<file path="src/rtl/dmem_bank_pkg.sv">
// Shared types and defaults for the data-memory bank.
// Provides FSM state enum, request bundle, default sizes, byte parity helper.
package dmem_bank_pkg;

   localparam int D_SIZE = 32;
   localparam int D_MEM  = 64;
   localparam int D_ADDR = $clog2(D_MEM);

   typedef enum logic [1:0] {
      IDLE,
      WAIT,
      RESP
   } dmem_state_t;

   typedef struct packed {
      logic                  we;
      logic [D_ADDR-1:0]     addr;
      logic [D_SIZE/8-1:0]   be;
      logic [D_SIZE-1:0]     wdata;
   } dmem_req_t;

   // Even parity: stored bit makes the 9-bit group hold an even count of ones.
   function automatic logic even_par(input logic [7:0] b);
      return ^b;
   endfunction

endpackage

</file>
<file path="src/rtl/dmem_bank_array.sv">
// Storage for dmem_bank: byte-enable writes, combinational read, optional parity.
// Ports: clk, reset, we/hit/addr/be/wdata (write + range), rdata, perr. Macro: DMEM_PARITY_EN.
module dmem_array
   import dmem_bank_pkg::*;
#(
   parameter int DATA_W = 32,
   parameter int DEPTH  = 64,
   parameter int ADDR_W = 6
) (
   input  logic                clk,
   input  logic                reset,
   input  logic                we,
   input  logic                hit,
   input  logic [ADDR_W-1:0]   addr,
   input  logic [DATA_W/8-1:0] be,
   input  logic [DATA_W-1:0]   wdata,
   output logic [DATA_W-1:0]   rdata,
   output logic                perr
);

   localparam int NB = DATA_W / 8;

   logic [DATA_W-1:0] mem [DEPTH];

`ifdef DMEM_PARITY_EN
   logic [NB-1:0] par [DEPTH];
`endif

   always_ff @(posedge clk) begin
      if (reset) begin
         for (int i = 0; i < DEPTH; i++) begin
            mem[i] <= '0;
`ifdef DMEM_PARITY_EN
            par[i] <= '0;
`endif
         end
      end else if (we) begin
         for (int b = 0; b < NB; b++) begin
            if (be[b]) begin
               mem[addr][b*8 +: 8] <= wdata[b*8 +: 8];
`ifdef DMEM_PARITY_EN
               par[addr][b] <= even_par(wdata[b*8 +: 8]);
`endif
            end
         end
      end
   end

   // Out-of-range reads return zero rather than whatever the index aliases to.
   assign rdata = hit ? mem[addr] : '0;

`ifdef DMEM_PARITY_EN
   always_comb begin
      perr = 1'b0;
      if (hit) begin
         for (int b = 0; b < NB; b++) begin
            if (par[addr][b] != even_par(mem[addr][b*8 +: 8]))
               perr = 1'b1;
         end
      end
   end
`else
   assign perr = 1'b0;
`endif

endmodule

</file>
<file path="src/rtl/dmem_bank.sv">
// Mem-stage data memory: valid/ready requests, byte writes, RD_LAT read latency, held response.
// Ports: clk, reset, en, req_* (valid/ready/we/addr/be/wdata), resp_* (valid/ready/rdata/err), parity_err.
// Macro: DMEM_PARITY_EN enables per-byte parity storage and parity_err reporting.
module dmem_bank
   import dmem_bank_pkg::*;
#(
   parameter  int DATA_W = D_SIZE,
   parameter  int DEPTH  = D_MEM,
   parameter  int RD_LAT = 1,
   localparam int ADDR_W = (DEPTH > 1) ? $clog2(DEPTH) : 1
) (
   input  logic                clk,
   input  logic                reset,
   input  logic                en,
   input  logic                req_valid,
   output logic                req_ready,
   input  logic                req_we,
   input  logic [ADDR_W-1:0]   req_addr,
   input  logic [DATA_W/8-1:0] req_be,
   input  logic [DATA_W-1:0]   req_wdata,
   output logic                resp_valid,
   input  logic                resp_ready,
   output logic [DATA_W-1:0]   resp_rdata,
   output logic                resp_err,
   output logic                parity_err
);

   localparam logic [ADDR_W:0] DEPTH_C  = (ADDR_W+1)'(DEPTH);
   localparam logic [2:0]      CNT_INIT = 3'(RD_LAT - 1);

   dmem_state_t       state, state_n;
   logic [2:0]        cnt, cnt_n;
   logic              accept;
   logic              rd_acc;
   logic              hit;
   logic [DATA_W-1:0] arr_rdata;
   logic              arr_perr;

   assign req_ready  = en & (state == IDLE);
   assign accept     = req_valid & req_ready;
   assign rd_acc     = accept & ~req_we;
   assign hit        = {1'b0, req_addr} < DEPTH_C;
   assign resp_valid = (state == RESP);

   dmem_array #(
      .DATA_W (DATA_W),
      .DEPTH  (DEPTH),
      .ADDR_W (ADDR_W)
   ) u_array (
      .clk    (clk),
      .reset  (reset),
      .we     (accept & req_we & hit),
      .hit    (hit),
      .addr   (req_addr),
      .be     (req_be),
      .wdata  (req_wdata),
      .rdata  (arr_rdata),
      .perr   (arr_perr)
   );

   // cnt holds the edges still to go before the response; the accept
   // edge itself counts as the first, so RD_LAT=1 lands directly in RESP.
   always_comb begin
      state_n = state;
      cnt_n   = cnt;
      unique case (state)
         IDLE: begin
            if (rd_acc) begin
               if (RD_LAT == 1) begin
                  state_n = RESP;
               end else begin
                  state_n = WAIT;
                  cnt_n   = CNT_INIT;
               end
            end
         end
         WAIT: begin
            if (en) begin
               if (cnt <= 3'd1) begin
                  state_n = RESP;
                  cnt_n   = '0;
               end else begin
                  cnt_n = cnt - 3'd1;
               end
            end
         end
         RESP: begin
            // Consumer handshake is honoured even while the stage is stalled.
            if (resp_ready)
               state_n = IDLE;
         end
         default: begin
            state_n = IDLE;
            cnt_n   = '0;
         end
      endcase
   end

   always_ff @(posedge clk) begin
      if (reset) begin
         state      <= IDLE;
         cnt        <= '0;
         resp_rdata <= '0;
         resp_err   <= 1'b0;
         parity_err <= 1'b0;
      end else begin
         state <= state_n;
         cnt   <= cnt_n;
         if (rd_acc) begin
            resp_rdata <= arr_rdata;
            resp_err   <= ~hit;
            parity_err <= arr_perr;
         end
      end
   end

endmodule

</file>
<file path="config.mk">
export PLATFORM = sky130hd
export DESIGN_NAME = dmem_bank
export DESIGN_NICKNAME = d
export VERILOG_FILES = /design/src/rtl/dmem_bank_pkg.sv /design/src/rtl/dmem_bank_array.sv /design/src/rtl/dmem_bank.sv
export SDC_FILE = /design/constraint.sdc
export NUM_CORES = 2
export LEC_CHECK = 0
export ABC_CLOCK_PERIOD_IN_PS = 6300
export CORE_ASPECT_RATIO = 0.8
export CORE_UTILIZATION = 25
export CTS_BUF_LIST = sky130_fd_sc_hd__clkbuf_16
export CTS_CLUSTER_DIAMETER = 30
export CTS_CLUSTER_SIZE = 20
export DETAILED_ROUTE_END_ITERATION = 8
export PLACE_DENSITY_LB_ADDON = 0.1
export RECOVER_POWER = 100
export SLEW_MARGIN = 15
export SYNTH_ARGS = -nofsm -noshare
export SYNTH_HDL_FRONTEND = slang
export SYNTH_SLANG_ARGS = --single-unit
</file>
<file path="constraint.sdc">
create_clock -name clk -period 6.3 [get_ports clk]
set_input_delay 1.26 -clock clk [delete_from_list [all_inputs] [get_ports clk]]
set_output_delay 1.26 -clock clk [all_outputs]
set_load 0.02 [all_outputs]
</file>
-- Word level (Yosys, flattened, before mapping)
Memory sizes are Yosys's and may differ from the RTL's. A register that Yosys moved wholly into a read port is not among the register bits.
Cells that the tools add are included.
- add/sub/neg operators: 1
- $lt $le $gt $ge: 1
- equality and inequality tests: 6
- mux-type cells: 29
- bitwise operators: 6
- reduce and logical (&&, ||, !) cells: 5
- operators with widths (cell ; number):
    $mux 32 ; 1
    $reduce_or 32->1 ; 1
    $mux 1 ; 18
    $mux 2 ; 4
    $mux 3 ; 2
    $mux 6 ; 1
    $ne 2x2->1 const B ; 3
    $pmux 2 s3 ; 1
    $pmux 3 s2 ; 1
    $and 1x1->1 ; 4
    $mux 4 ; 1
    $reduce_and 4->1 ; 1
    $le 3x1->1 const B ; 1
    $sub 3x1->3 const B ; 1
    $eq 2x1->1 const B ; 1
    $eq 2x2->1 const B ; 1
    $logic_not 2->1 ; 1
    $ne 2x1->1 const B ; 1
    $not 1->1 ; 2
    $reduce_and 2->1 ; 1
    $reduce_or 2->1 ; 1
- flip-flop bits (word level): 5
- memory bits (writable): 2048
- bits of input ports: 48
- output and inout bits: 36
- logic and storage cells: 51
- memories: 1
- memories (name ; words ; width ; rd ports ; clocked after Yosys merged registers in ; write ports ; line ; text):
    u_array.mem ; 64 ; 32 ; 1 ; 1 ; 64 ; dmem_bank_array.sv:23 ; logic [DATA_W-1:0] mem [DEPTH];

-- Longest topological paths before layout
- depth in word-level cells: 9
- gate-level depth with buffers: 11
- gate-level depth less buffers: 6

-- Hierarchy
Synthesis repeated with hierarchy kept, for this count alone.
- cells, all modules: 7383
- area total of the unflattened synthesis: 95451.5 um2
- by module, submodules not included (module ; times used ; cells an instance ; area each (um2) ; seq. area each (um2)):
    dmem_array ; 1 ; 7231 ; 93870.0 ; 61499.0
    dmem_bank ; 1 ; 152 ; 1581.5 ; 680.7

-- Worst setup path after synthesis
OpenSTA, ideal clock, no wires.
- kind: input to register
- start point: input req_addr[4]
- end point: memory u_array.mem[21][0] (enable)
- setup time: 0.329 ns
- arrival: 2.859 ns
- data required time: 5.971 ns
- path slack: 3.111 ns
- cell stages on the path: 7
- buffers on the path: 3
- path through: buf_2 buf_4 nor3b_2 clkbuf_1 nand2_1 nor2_1 or2_1
- RTL lines (item ; line ; text):
    start: declaration ; dmem_bank.sv:18 ; input logic [ADDR_W-1:0] req_addr,
    end: declaration ; dmem_bank_array.sv:23 ;

==> flow_metrics.py <==
metrics = {
    "drt": {
        "num_vias": 65236,
        "drtAntennaViolNets": 0,
        "wirelength_um": 444000,
        "drtIter0Drc": 7712,
        "drc": 0,
        "wl_per_cell_um": 33.82,
        "first_pass_iters": 6,
        "viasPerCell": 4.969,
    },
    "power_and_ir_drop": {
        "power_frac_seq_pct": 35.0,
        "power.switching_mw": 10.58,
        "p_comb_share_pct": 5.4,
        "powerDensity_nw_per_um2": 372.5,
        "switching_share_pct": 23.54,
        "cellLeakagePower_nw": 43.51,
        "ir_drop_v": 0.0002040,
        "p_total_mw": 44.96,
        "clkPwrFrac_pct": 59.7,
        "internal-power_mw": 34.38,
    },
    "synthesis": {
        "synth_area_leader_cell": "edfxtp_1",
        "synth_area_um2": 96300,
        "synth_seq_area_share_pct": 64.55,
        "synthArstFlopShare_pct": 0,
        "yosysWarnings": 0,
        "synth_ff_type": "edfxtp_1",
        "avgSynthCellArea_um2": 13.43,
        "synthCells": 7172,
        "ys_top_cells_by_area": "edfxtp_1, and2_1, a221oi_1",
        "synth_commonest_cells": "and2_1, edfxtp_1, nor2_1",
        "synth.most_common_cell": "and2_1",
        "synth_cell_types": 73,
        "synth_top_area_share_pct": 63.86,
        "synth_seq_cells": 2081,
        "synth-edff-count": 2048,
    },
    "worst_hold_path": {
        "hp-start": "state[1]",
        "hp-class": "reg2reg",
    },
    "sta": {
        "rsz0062_at_grt": "no",
        "hold_violations": 0,
        "maxSlewHeadroom_pct": -97.45,
        "finClkSkew_ns": 0.04260,
        "fin_crit_ns": 5.939,
        "setup_viol": 0,
        "maxSlewViolCount": 102,
        "min_period_over_period_pct": 94.27,
        "worst_pin_slew_ns": 2.962,
        "setup_tns_ns": 0,
        "max_freq_mhz": 168.4,
    },
    "floorplanning": {
        "dieWidth_um": 695.9,
        "core-area_um2": 382800,
        "initial_core_util_pct": 25.16,
        "fp.dieH_um": 557.1,
        "boundaryPins": 84,
        "die_area_um2": 387700,
        "row_count": 203,
    },
    "clock_network": {
        "numCtsBuffers": 525,
        "post_cts_buffers": 0,
        "cts-resized-gates": 0,
        "htreeDepth": 6,
        "cts_sinks": 2081,
        "cts_hold_buf": 0,
        "clkLatencyLatePin_ns": 0.92,
        "cts_root_buf": "clkbuf_16",
        "clkTransAtPathRegs_ns": 0.04,
        "max-clock-path-buffers": 4,
        "cts_tree": "done",
    },
    "setup_path": {
        "critPathMaxStageDelay_ns": 1.16,
        "crit_buf_inv": 3,
        "path_cells": "dlygate4sd3_1, nor3b_1, clkbuf_1, nand2_1, nor2_1, clkbuf_1, or2_0",
        "path_class": "in2reg",
        "critPathRequiredTime_ns": 6.82,
        "worst-path-max-fanout": 16,
        "endpoint_kind": "flip-flop",
        "cp-startpoint": "req_addr[5]",
        "critical_path.slowest_cell": "dlygate4sd3_1",
        "cp_top_family": "buffers and inverters",
        "regToRegStartpoint": "state[1]",
        "arrival_ns": 6.46,
        "crit_path_start_kind": "primary input",
        "cp_common_cell": "clkbuf_1",
    },
    "cells_and_area": {
        "layout.cells.non_filler": 13129,
        "final_nets": 7622,
        "layout-drive-gt1-share_pct": 16.85,
        "areaGrowthSynthToFinish_pct": 25.32,
        "fillers": 38119,
    },
    "placed_design": {
        "dp_cells": 12172,
        "io_buffer_count": 81,
        "gp_congestion": 0.8227,
        "hpwl_um": 289000,
    },
    "global_routing": {
        "antenna_found_initial": 61,
        "grt.overflow.total": 0,
        "grt_max_degree": 108,
        "grt_pass1_wl_um": 592600,
        "grt_use_total_pct": 22.26,
        "grt_pass1_vias": 64334,
    },
    "run_status": {
        "violations": "capacitance limit, slew limit",
        "status": "complete, but fails checks",
    },
    "flow_run": {
        "cap_violations": 7,
    },
}
## logic make-up after synthesis
group           share of synthesized area, %
compound gates                         8.233
buf+inv                                2.966
flops                                  64.55
mux                                    6.424
other cells                         0.003894
simple gates                           17.83
## registers in the layout, indices dropped and copies added (netlist names)
signal	flops
u_array.mem	2048
resp_rdata	32
state	1
## power by group through the flow
stage / sequential, mW / combinational [mW] / clock (mW)
2_1_floorplan: 15.9 / 1.17 / 0
3_3_place_gp: 16.0 / 2.45 / 0
3_5_place_dp: 15.9 / 2.44 / 0
4_1_cts: 15.7 / 2.44 / 27.2
5_1_grt: 15.7 / 2.48 / 27.9
6_report: 15.7 / 2.41 / 26.8
## per-stage QoR
step           area (um^2)  worst slack (ns)  hold slack [ns]  utilization, %
2_1_floorplan        96300             3.111           0.5659               -
3_3_place_gp        104000            0.3496           0.5004           27.16
3_5_place_dp        104000            0.2095           0.5006           27.17
4_1_cts             121300             1.181           0.5062           31.70
5_1_grt             120700            0.5440           0.5355           31.52
6_report            120700            0.3609           0.4957           31.53
## path summary, 6_finish.rpt
kind / end / slack [ns] / depth (start not counted)
max reg2reg: u_array.mem[4][19] / 1.12 / 8
max: u_array.mem[36][25] / 0.36 / 7
min: state[1] / 0.50 / 2
min reg2reg: state[1] / 0.50 / 2
## worst reg2reg max path, stage by stage (launching register included)
cell	delay, ns
dfxtp_1	0.32
nand3b_1	0.23
nor3b_1	0.23
buf_4	0.32
nand2_1	1.65
buf_4	0.91
nor2_1	0.16
clkbuf_1	0.45
or2_1	0.51
## per-layer routing
metal	global-route usage, %	up-vias	wire length [um]
met3	4.168	553	30130
met5	0	-	57
li1	-	27520	-
met4	5.132	10	10460
met2	33.31	2643	192800
met1	33.07	34510	210600
## cell usage in the layout, fill, tap and decap left out, types with 143 or more instances in the layout
cell,instances
edfxtp_1,2048
and2_1,1072
and2_0,978
clkbuf_16,541
nor2_1,386
a221oi_1,273
or2_0,216
a22oi_1,213
mux2i_1,204
buf_4,188
clkbuf_1,181
nand2_1,147
mux2_2,143
## final cells by class
cell class | count | area, um^2 | area share, %
diodes | 17 | 42.54 | 0.03525
clock buffers | 541 | 13540 | 11.22
clock inverters | 399 | 3830 | 3.174
inverters | 3 | 26.28 | 0.02177
multi-input cells | 4488 | 31440 | 26.05
flip-flops and latches | 2081 | 62160 | 51.51
well taps | 5125 | 6412 | 5.313
repair buffers | 475 | 3237 | 2.682
(Power assumes the default switching activity.)
